--- config.mk ---
export PLATFORM = sky130hd
export DESIGN_NAME = dmem_access_unit_flat
export DESIGN_NICKNAME = d
export VERILOG_FILES = /design/src/rtl/dmem_access_unit_if.sv /design/src/rtl/dmem_access_unit.sv /design/src/flat_wrapper.sv
export SDC_FILE = /design/constraint.sdc
export NUM_CORES = 1
export LEC_CHECK = 0
export CAP_MARGIN = 5
export CORE_MARGIN = 10
export CORE_UTILIZATION = 45
export CTS_BUF_LIST = sky130_fd_sc_hd__clkbuf_16
export DETAILED_ROUTE_END_ITERATION = 12
export DONT_BUFFER_PORTS = 1
export MAX_ROUTING_LAYER = met4
export PLACE_DENSITY = 0.61
export SLEW_MARGIN = 20
export SYNTH_ARGS = -nofsm -noshare
export SYNTH_HDL_FRONTEND = slang
export SYNTH_SLANG_ARGS = --single-unit
--- constraint.sdc ---
create_clock -name clk -period 1.9 [get_ports clk]
set_input_delay 0.38 -clock clk [delete_from_list [all_inputs] [get_ports clk]]
set_output_delay 0.38 -clock clk [all_outputs]
set_load 0.01 [all_outputs]
--- src/rtl/dmem_access_unit_if.sv ---
// Request/response and SRAM bus bundle for dmem_access_unit.
// slave = the access unit itself; master = the pipeline/SRAM environment around it.
interface dmem_access_unit_if #(
  parameter int ADDR_W = 16
);
  logic              req_valid;
  logic              req_ready;
  logic              req_we;
  logic [1:0]        req_size;
  logic              req_unsigned;
  logic [ADDR_W-1:0] req_addr;
  logic [31:0]       req_wdata;
  logic              rsp_valid;
  logic              rsp_ready;
  logic [31:0]       rsp_rdata;
  logic              rsp_err;
  logic [3:0]        sram_w_en;
  logic [ADDR_W-1:0] sram_addr;
  logic [31:0]       sram_wdata;
  logic [31:0]       sram_rdata;

  modport slave (
    input  req_valid, req_we, req_size, req_unsigned, req_addr, req_wdata,
    input  rsp_ready, sram_rdata,
    output req_ready, rsp_valid, rsp_rdata, rsp_err,
    output sram_w_en, sram_addr, sram_wdata
  );

  modport master (
    output req_valid, req_we, req_size, req_unsigned, req_addr, req_wdata,
    output rsp_ready, sram_rdata,
    input  req_ready, rsp_valid, rsp_rdata, rsp_err,
    input  sram_w_en, sram_addr, sram_wdata
  );
endinterface

--- src/rtl/dmem_access_unit.sv ---
// Data-memory access unit: one load/store per transaction, single SRAM access cycle.
// Optional DMEM_ALIGN_CHECK_EN flags misaligned halfword/word accesses as errors.
module dmem_access_unit #(
  parameter int ADDR_W = 16
) (
  input  logic                 clk,
  input  logic                 rst_n,
  dmem_access_unit_if.slave    bus,
  output logic [1:0]           state_dbg
);

  // Handshakes: a beat transfers on the posedge where valid && ready are both high;
  // valid never depends on ready, and ready is a pure function of the FSM state.
  localparam logic [1:0] IDLE   = 2'b00;
  localparam logic [1:0] ACCESS = 2'b01;
  localparam logic [1:0] RESP   = 2'b10;

  logic [1:0]        state;
  logic              l_we;
  logic [1:0]        l_size;
  logic              l_unsigned;
  logic              l_err;
  logic [ADDR_W-1:0] addr_q;
  logic [31:0]       wdata_q;
  logic [3:0]        w_en_q;
  logic [31:0]       rdata_q;
  logic              err_q;

  logic [1:0]        span;
  logic [ADDR_W:0]   last_byte;
  logic              misalign;
  logic              req_err;
  logic [3:0]        req_en;
  logic [31:0]       ext_data;

  // Error and byte-enable decode for the request currently on the bus
  always_comb begin
    span   = 2'd0;
    req_en = 4'b0000;
    case (bus.req_size)
      2'b00:   begin span = 2'd0; req_en = 4'b0001; end
      2'b01:   begin span = 2'd1; req_en = 4'b0011; end
      2'b10:   begin span = 2'd3; req_en = 4'b1111; end
      default: begin span = 2'd0; req_en = 4'b0000; end
    endcase
    // Carry out of the top address bit means the access would wrap
    last_byte = {1'b0, bus.req_addr} + {{(ADDR_W-1){1'b0}}, span};
`ifdef DMEM_ALIGN_CHECK_EN
    misalign = ((bus.req_size == 2'b01) && bus.req_addr[0]) ||
               ((bus.req_size == 2'b10) && (bus.req_addr[1:0] != 2'b00));
`else
    misalign = 1'b0;
`endif
    req_err = (bus.req_size == 2'b11) || last_byte[ADDR_W] || misalign;
  end

  always_comb begin
    ext_data = bus.sram_rdata;
    case (l_size)
      2'b00:   ext_data = {{24{~l_unsigned & bus.sram_rdata[7]}},  bus.sram_rdata[7:0]};
      2'b01:   ext_data = {{16{~l_unsigned & bus.sram_rdata[15]}}, bus.sram_rdata[15:0]};
      default: ext_data = bus.sram_rdata;
    endcase
  end

  always_ff @(posedge clk) begin
    if (!rst_n) begin
      state      <= IDLE;
      l_we       <= 1'b0;
      l_size     <= 2'b00;
      l_unsigned <= 1'b0;
      l_err      <= 1'b0;
      addr_q     <= '0;
      wdata_q    <= 32'd0;
      w_en_q     <= 4'b0000;
      rdata_q    <= 32'd0;
      err_q      <= 1'b0;
    end else begin
      case (state)
        IDLE: begin
          if (bus.req_valid) begin
            l_we       <= bus.req_we;
            l_size     <= bus.req_size;
            l_unsigned <= bus.req_unsigned;
            l_err      <= req_err;
            addr_q     <= bus.req_addr;
            wdata_q    <= bus.req_wdata;
            w_en_q     <= (bus.req_we && !req_err) ? req_en : 4'b0000;
            state      <= ACCESS;
          end
        end
        ACCESS: begin
          w_en_q  <= 4'b0000;
          err_q   <= l_err;
          rdata_q <= (!l_we && !l_err) ? ext_data : 32'd0;
          state   <= RESP;
        end
        RESP: begin
          if (bus.rsp_ready) state <= IDLE;
        end
        default: state <= IDLE;
      endcase
    end
  end

  // Gating with rst_n keeps a reset that lands mid-ACCESS from committing the write
  assign bus.sram_w_en  = w_en_q & {4{rst_n}};
  assign bus.sram_addr  = addr_q;
  assign bus.sram_wdata = wdata_q;
  assign bus.req_ready  = (state == IDLE);
  assign bus.rsp_valid  = (state == RESP);
  assign bus.rsp_rdata  = rdata_q;
  assign bus.rsp_err    = err_q;
  assign state_dbg      = state;

endmodule

--- src/flat_wrapper.sv ---
// flat-port wrapper written by rule: the top's interface ports become plain ports
module dmem_access_unit_flat 
#(
  parameter int ADDR_W = 16
)
  (clk, rst_n, state_dbg, bus_req_valid, bus_req_we, bus_req_size, bus_req_unsigned, bus_req_addr, bus_req_wdata, bus_rsp_ready, bus_sram_rdata, bus_req_ready, bus_rsp_valid, bus_rsp_rdata, bus_rsp_err, bus_sram_w_en, bus_sram_addr, bus_sram_wdata);
  dmem_access_unit_if #(.ADDR_W(ADDR_W)) bus_i ();
  input  logic clk;
  input  logic rst_n;
  output logic [1:0] state_dbg;
  input wire logic [$bits(bus_i.req_valid)-1:0] bus_req_valid;
  input wire logic [$bits(bus_i.req_we)-1:0] bus_req_we;
  input wire logic [$bits(bus_i.req_size)-1:0] bus_req_size;
  input wire logic [$bits(bus_i.req_unsigned)-1:0] bus_req_unsigned;
  input wire logic [$bits(bus_i.req_addr)-1:0] bus_req_addr;
  input wire logic [$bits(bus_i.req_wdata)-1:0] bus_req_wdata;
  input wire logic [$bits(bus_i.rsp_ready)-1:0] bus_rsp_ready;
  input wire logic [$bits(bus_i.sram_rdata)-1:0] bus_sram_rdata;
  output wire logic [$bits(bus_i.req_ready)-1:0] bus_req_ready;
  output wire logic [$bits(bus_i.rsp_valid)-1:0] bus_rsp_valid;
  output wire logic [$bits(bus_i.rsp_rdata)-1:0] bus_rsp_rdata;
  output wire logic [$bits(bus_i.rsp_err)-1:0] bus_rsp_err;
  output wire logic [$bits(bus_i.sram_w_en)-1:0] bus_sram_w_en;
  output wire logic [$bits(bus_i.sram_addr)-1:0] bus_sram_addr;
  output wire logic [$bits(bus_i.sram_wdata)-1:0] bus_sram_wdata;
  assign bus_i.req_valid = bus_req_valid;
  assign bus_i.req_we = bus_req_we;
  assign bus_i.req_size = bus_req_size;
  assign bus_i.req_unsigned = bus_req_unsigned;
  assign bus_i.req_addr = bus_req_addr;
  assign bus_i.req_wdata = bus_req_wdata;
  assign bus_i.rsp_ready = bus_rsp_ready;
  assign bus_i.sram_rdata = bus_sram_rdata;
  assign bus_req_ready = bus_i.req_ready;
  assign bus_rsp_valid = bus_i.rsp_valid;
  assign bus_rsp_rdata = bus_i.rsp_rdata;
  assign bus_rsp_err = bus_i.rsp_err;
  assign bus_sram_w_en = bus_i.sram_w_en;
  assign bus_sram_addr = bus_i.sram_addr;
  assign bus_sram_wdata = bus_i.sram_wdata;
  dmem_access_unit #(.ADDR_W(ADDR_W)) u_core (.clk(clk), .rst_n(rst_n), .bus(bus_i), .state_dbg(state_dbg));
endmodule
**Word-level counts from Yosys, hierarchy flattened**

Index checks and enable logic that the tools add are counted.

- Equal/unequal tests: 8
- Bitwise operators: 4
- Multiplexer cells: 10
- Reductions and logical operators: 13
- Add/subtract/negate cells: 1

Operators with widths:

| operator | number |
|---|---|
| 32-bit one-hot mux with 2 select lines | 1 |
| 32-bit two-way mux | 1 |
| 16-bit by 2-bit adder with 17-bit output | 1 |
| 4-bit one-hot mux with 3 select lines | 1 |
| 4-bit two-way mux | 2 |
| 4-bit one-hot mux with 2 select lines | 1 |
| 2-bit by 1-bit == test with 1-bit output, second input constant | 3 |
| 2-bit == test, second input constant | 3 |
| 2-bit logical NOT | 3 |
| 2-bit one-hot mux with 3 select lines | 1 |
| 2-bit AND reduction | 3 |
| 4-bit bitwise AND | 1 |
| 2-bit two-way mux | 2 |
| 2-bit != test, second input constant | 2 |
| 2-bit one-hot mux with 2 select lines | 1 |
| 1-bit logical NOT | 3 |
| 1-bit bitwise AND | 2 |
| 1-bit logical AND | 2 |
| 2-bit nonzero test | 1 |
| 1-bit logical OR | 1 |
| 1-bit inverter | 1 |

- Register bits after elaboration: 92
- Bits of input ports: 88
- Output and inout bits: 89

**Logic depth before layout (Yosys ltp)**

- Depth after elaboration: 9
- Mapped depth: 6
- Gate-level depth less buffers: 6

**Worst setup path after synthesis**

Ideal clock, no wire load.

- Path type: input -> register
- Start point: input bus_req_size[0]
- End point: register u_core.w_en_q[1]
- Data arrival time: 1721 ps
- Stages on the path: 6
- Setup slack: 121 ps
- Path buffers: 0
- Data required time: 1841 ps
- Cells stage by stage: inv_1 ha_1 ha_1 a31o_2 a2111oi_2 a22o_1

- Longest elaborated chain between the ends: 9
- Elaborated cells between the ends (all ways): 13
- Classes of those cells: add/sub (1); eq/ne (3); mux (5); reduce/logical (4)

Ends and longest elaborated chain:

| what | RTL line | RTL |
|---|---|---|
| start, declared | flat_wrapper.sv:13 | `input wire logic [$bits(bus_i.req_size)-1:0] bus_req_size;` |
| 2-bit == test or 2-bit by 1-bit == test with 1-bit output (tied branches) | dmem_access_unit.sv:40 | `case (bus.req_size)` |
| 2-bit one-hot mux with 2 select lines | dmem_access_unit.sv:40 |  |
| 16-bit by 2-bit adder with 17-bit output | dmem_access_unit.sv:47 | `last_byte = {1'b0, bus.req_addr} + {{(ADDR_W-1){1'b0}}, span};` |
| 1-bit logical OR | dmem_access_unit.sv:54 | `req_err = (bus.req_size == 2'b11) \|\| last_byte[ADDR_W] \|\| misalign;` |
| 1-bit logical NOT | dmem_access_unit.sv:88 | `w_en_q <= (bus.req_we && !req_err) ? req_en : 4'b0000;` |
| 1-bit logical AND | dmem_access_unit.sv:88 |  |
| 4-bit two-way mux * | dmem_access_unit.sv:88 |  |
| 4-bit two-way mux * | dmem_access_unit.sv:81 | `if (bus.req_valid) begin` |
| 4-bit one-hot mux with 2 select lines * | dmem_access_unit.sv:79 | `case (state)` |
| end signal, assigned | dmem_access_unit.sv:88 |  |
| end, declared | dmem_access_unit.sv:25 | `logic [3:0] w_en_q;` |

Every way passes the cells marked *; elsewhere a longest branch is shown, timed or not. The select of a mux whose other input is x is not followed.
A chain may end at the register's enable or synchronous reset.

**Final worst setup path**

- Start point: register u_core.state[1], in the netlist u_core.state_dbg[1]
- End point: register u_core.rdata_q[29], in the netlist u_core.bus.rsp_rdata[29]

- Longest elaborated chain between the ends: 1

Ends and longest elaborated chain:

| what | RTL line | RTL |
|---|---|---|
| start, declared | dmem_access_unit.sv:18 | `logic [1:0] state;` |
| start signal, assigned | dmem_access_unit.sv:68 | `state <= IDLE;` |
| start signal, assigned | dmem_access_unit.sv:89 | `state <= ACCESS;` |
| start signal, assigned | dmem_access_unit.sv:96 | `state <= RESP;` |
| 2-bit by 1-bit == test with 1-bit output | dmem_access_unit.sv:79 |  |
| end signal, assigned | dmem_access_unit.sv:95 | `rdata_q <= (!l_we && !l_err) ? ext_data : 32'd0;` |
| end, declared | dmem_access_unit.sv:26 | `logic [31:0] rdata_q;` |

No other way between the ends.

==> summary by stage <==
Clock tree
The buffers inserted during post-CTS setup optimization is 0. Clock-pin slew was measured on the worst setup and hold paths at 0.07 ns. The insertion delay to the later sink of the worst-skew pair is 0.33 ns. The H-tree was split into 3 levels. Buffers inserted during clock tree synthesis total 9.

For this design, the sink count on the clock tree is 91. Clock tree synthesis selected as its root buffer the cell sky130_fd_sc_hd__clkbuf_16. The number of buffers on the longest clock path is 2. TritonCTS built the clock tree.

Floorplanning
The die span in y is 109 um. The count of standard-cell rows is 32. The overall die width is 109 um. The core outline area is 0.00777 mm2. 177 I/O pins were placed. The die covers 0.0120 mm2. For this configuration, the core starts out at a cell density of 46.3%.

STA
Setup repair after global routing left no endpoint under its margin. The worst path needs 1.61 ns of the cycle, external delays included. Clock skew on the completed layout was measured at 0.00960 ns.

The final-report hold violation count came to 0. Adding up every negative setup slack in the final design gives 0 ns. The count of final max-slew check failures is 0. Measured against its own limit, the worst slew margin works out to 61.0%. The worst hold slack is 0.187 ns. At the pin with the least slew margin, the transition time is 0.584 ns.

Setup violations remaining at the end of the flow were counted as 0. Timing would allow up to 622 MHz. Of the available clock period, the critical path in the final layout requires 84.6%.

Cells and area
After filler insertion, the fill cell instance count of the layout stands at 733. The final standard cell count with taps included and fillers excluded is 496. At the end of the flow the core is filled with cells to 51.6%.

The number of antenna diodes is 0. The final layout contains 481 nets. The share of layout cells above drive strength 1 is 7.87%.

The area overhead of the layout relative to synthesis is 11.4%. Once layout is done, the placed cells without fillers occupy 0.00401 mm2.

Global routing
The pin count of the biggest net entering global routing is 79. Global routing used 15.7% of the available tracks. The via count of the first global-routing pass came to 2703. The initial antenna violation count is 0. The final global-route overflow total is 0.

The first global-routing pass estimated 14400 um of wire.

Logic synthesis
The synthesized netlist devotes 23.5% of its cell area to compound gates. The number of flip-flops and latches in the synthesized netlist is 91. After synthesis, the share of cell area in mux cells is 0.278%. Summing the areas of all xor and xnor instances in the mapped netlist gives 0% of the synthesized area. Of the total synthesized cell area, the portion taken by full adders, half adders and majority gates is 1.39%.

The post-synthesis instance total is 399. After synthesis, the largest family of logic cells by area is compound AO/OA/AOI/OAI gates. The net count of the mapped netlist is 491.

The post-synthesis simple-gate area fraction is 20.0%. The synthesis warning total is 0. In this run the cell area of the synthesized design comes to 0.00360 mm2. The count of cell types in the netlist is 30.

For this run, the register share of the synthesized area comes to 50.6%. Dividing the synthesized area by the synthesized cell count gives 9.02 um2.

Detailed routing
After detailed routing, the met2 layer carries 4430 um of wire. The first detailed-routing pass ran for 4 iterations. After detailed routing, the number of vias per cell comes to 5.40. The detailed route wirelength on metal3 is 1260 um. The average wire length per cell after detail routing is 19.1 um. Signal routing reaches up to met4. In the final routing, the length of wire on met1 measures 3690 um. The routed design has 9480 um of wire. The number of nets with antenna violations after detailed routing is 0. The starting DRC count in detailed routing is 82. The residual DRC count is 0. The total via count in the routed design is 2677.

Setup path
The worst setup path is launched from a flip-flop. For the worst setup path, the data required time is 2.17 ns. The critical-path maximum fanout is 16.

The kind of capture point of the worst setup path is a flip-flop. The type of the worst setup path is flip-flop to flip-flop. The critical path data arrival time is 1.87 ns.

Pwr
The worst-case IR drop observed on VDD is 0.575 mV. The clock power share is 44.9%. Of the total power, combinational logic draws 7.1%.

The switching component of the power is 1050 uW. Of the total power, the share spent switching nets is 23.4%. Power spread over the standard cell area amounts to 1120 mW/mm2.

Per report_power, the sequential group accounts for 48.0% of the total. The internal portion of the total power is 3440 uW. Summed over all cells, the static leakage comes to 0.00147 uW.

Hold path
The type of the tightest min-delay check is input port to flip-flop.

Placed design
The placed instance count is 480. The wire-length estimate of the detail-placed layout is 7080 um. Summing all placed instances gives a cell area of 0.00367 mm2. The total of buffers placed on input and output ports is 0. The weighted congestion at the end of routability-driven global placement is 0.776.

Flow run
Across the run, the number of max-cap violations was 0.

Outcome
The run finished with clean final reports.
==> routing by layer <==
layer  GRT usage, %  vias up
met5              -        -
met4           4.00        0
met3           8.43        7
met2           23.9      117
met1           17.6     1239
li1               -     1314
==> cells in the mapped netlist <==
library cell                instances  area share, %
sky130_fd_sc_hd__nand2_1          117             12
sky130_fd_sc_hd__dfxtp_1           91             51
sky130_fd_sc_hd__a21boi_0          58             12
sky130_fd_sc_hd__clkbuf_1          19            2.0
sky130_fd_sc_hd__a22o_1            18            4.4
sky130_fd_sc_hd__nand2b_1          17            3.0
sky130_fd_sc_hd__nor2b_1           11            1.9
sky130_fd_sc_hd__o21a_1             9            1.9
sky130_fd_sc_hd__o21ai_0            9            1.3
sky130_fd_sc_hd__a22oi_1            8            1.7
sky130_fd_sc_hd__buf_2              7           0.97
sky130_fd_sc_hd__and2_1             4           0.70
sky130_fd_sc_hd__ha_1               4            1.4
sky130_fd_sc_hd__a21boi_1           3           0.63
sky130_fd_sc_hd__nand4_1            3           0.52
sky130_fd_sc_hd__nor2_1             3           0.31
sky130_fd_sc_hd__a21oi_1            2           0.28
sky130_fd_sc_hd__buf_4              2           0.42
sky130_fd_sc_hd__buf_6              2           0.63
sky130_fd_sc_hd__inv_1              2           0.21
sky130_fd_sc_hd__a2111oi_2          1           0.42
sky130_fd_sc_hd__a21o_1             1           0.21
sky130_fd_sc_hd__a31o_2             1           0.24
sky130_fd_sc_hd__and2_0             1           0.17
sky130_fd_sc_hd__and3_1             1           0.17
sky130_fd_sc_hd__mux2i_1            1           0.28
sky130_fd_sc_hd__nor3_4             1           0.45
sky130_fd_sc_hd__nor4_1             1           0.17
sky130_fd_sc_hd__nor4b_2            1           0.42
sky130_fd_sc_hd__o211a_4            1           0.49
==> final timing paths <==
| kind | start | end | slack [ns] | cells past startpoint |
|---|---|---|---|---|
| setup / recovery | u_core.state_dbg[1] | u_core.bus.rsp_rdata[29] | 0.29 | 4 |
| hold / removal | rst_n | u_core.bus.rsp_rdata[1] | 0.19 | 1 |
| setup reg to reg | u_core.state_dbg[1] | u_core.bus.rsp_rdata[29] | 0.29 | 4 |
| hold reg to reg | u_core.l_unsigned | u_core.l_unsigned | 0.49 | 2 |
==> timing repair <==
item / in CTS / in global routing
setup endpoints to repair: 0 / 3
endpoints found under the hold margin: 0 / 0
hold buffers: 0 / 0
resized for setup: 0 / 1
==> worst max-delay path, stage by stage, from the launching register on <==
cell	delay (ns)
sky130_fd_sc_hd__dfxtp_1	0.37
sky130_fd_sc_hd__nand2b_1	0.28
sky130_fd_sc_hd__nor3_4	0.37
sky130_fd_sc_hd__o211a_4	0.35
sky130_fd_sc_hd__a22o_1	0.16
==> power by group through the flow <==
| stage | combinational (uW) | sequential [uW] | clock, uW |
|---|---|---|---|
| floorplan | 282 | 2160 | 0 |
| global placement | 317 | 2200 | 0 |
| detailed placement | 328 | 2200 | 0 |
| CTS | 328 | 2160 | 2050 |
| global route | 369 | 2170 | 2130 |
| finish | 321 | 2160 | 2020 |
==> flip-flops by register name, summed over array words and instances, names as in the netlist <==
signal and count:
u_core.state_dbg 2, u_core.bus.rsp_err 1, u_core.l_we 1, u_core.l_unsigned 1, u_core.bus.sram_wdata 32, u_core.bus.rsp_rdata 32, u_core.l_size 2, u_core.w_en_q 3
u_core.l_err 1, u_core.bus.sram_addr 16
==> layout make-up <==
type / instances / area (um2) / area share (%)
clock buffers: 9 / 225 / 5.62
clock inverters: 7 / 116 / 2.90
inverters: 2 / 7.51 / 0.187
multi-input cells: 276 / 1630 / 40.7
flip-flops and latches: 91 / 1820 / 45.4
well taps: 102 / 128 / 3.18
repair buffers: 9 / 80.1 / 2.00
==> cell families (layout without fill, tap and decap cells) <==
family | after synthesis | after routing
AND/OR/NAND/NOR | 160 | 160
AO/OA/AOI/OAI | 111 | 111
flip-flops | 91 | 91
buffers and inverters | 32 | 27
adder cells (fa/ha/maj) | 4 | 4
multiplexers | 1 | 1
==> metrics by stage <==
step                setup slack (ns)  power, uW
floorplan                      0.121       2450
global placement              0.0720       2520
detailed placement            0.0122       2530
CTS                           0.0691       4540
global route                   0.168       4680
finish                         0.294       4490
==> placed cells by master (no fill, tap or decap), drive strengths merged <==
cell and count:
clkinv 1, clkinvlp 3, a22oi 8, nand2b 17, and2 5, and3 1, bufinv 3, nor3 1
nand2 117, a2111oi 1, o21ai 9, nor4b 1, ha 4, clkbuf 9, nor4 1, o21a 9
mux2i 1, a21oi 2, o211a 1, dfxtp 91, nor2 3, a31o 1, nor2b 11, nand4 3
a21o 1, a21boi 61, a22o 18, inv 2, buf 9
Power figures use the tool's default switching activity.
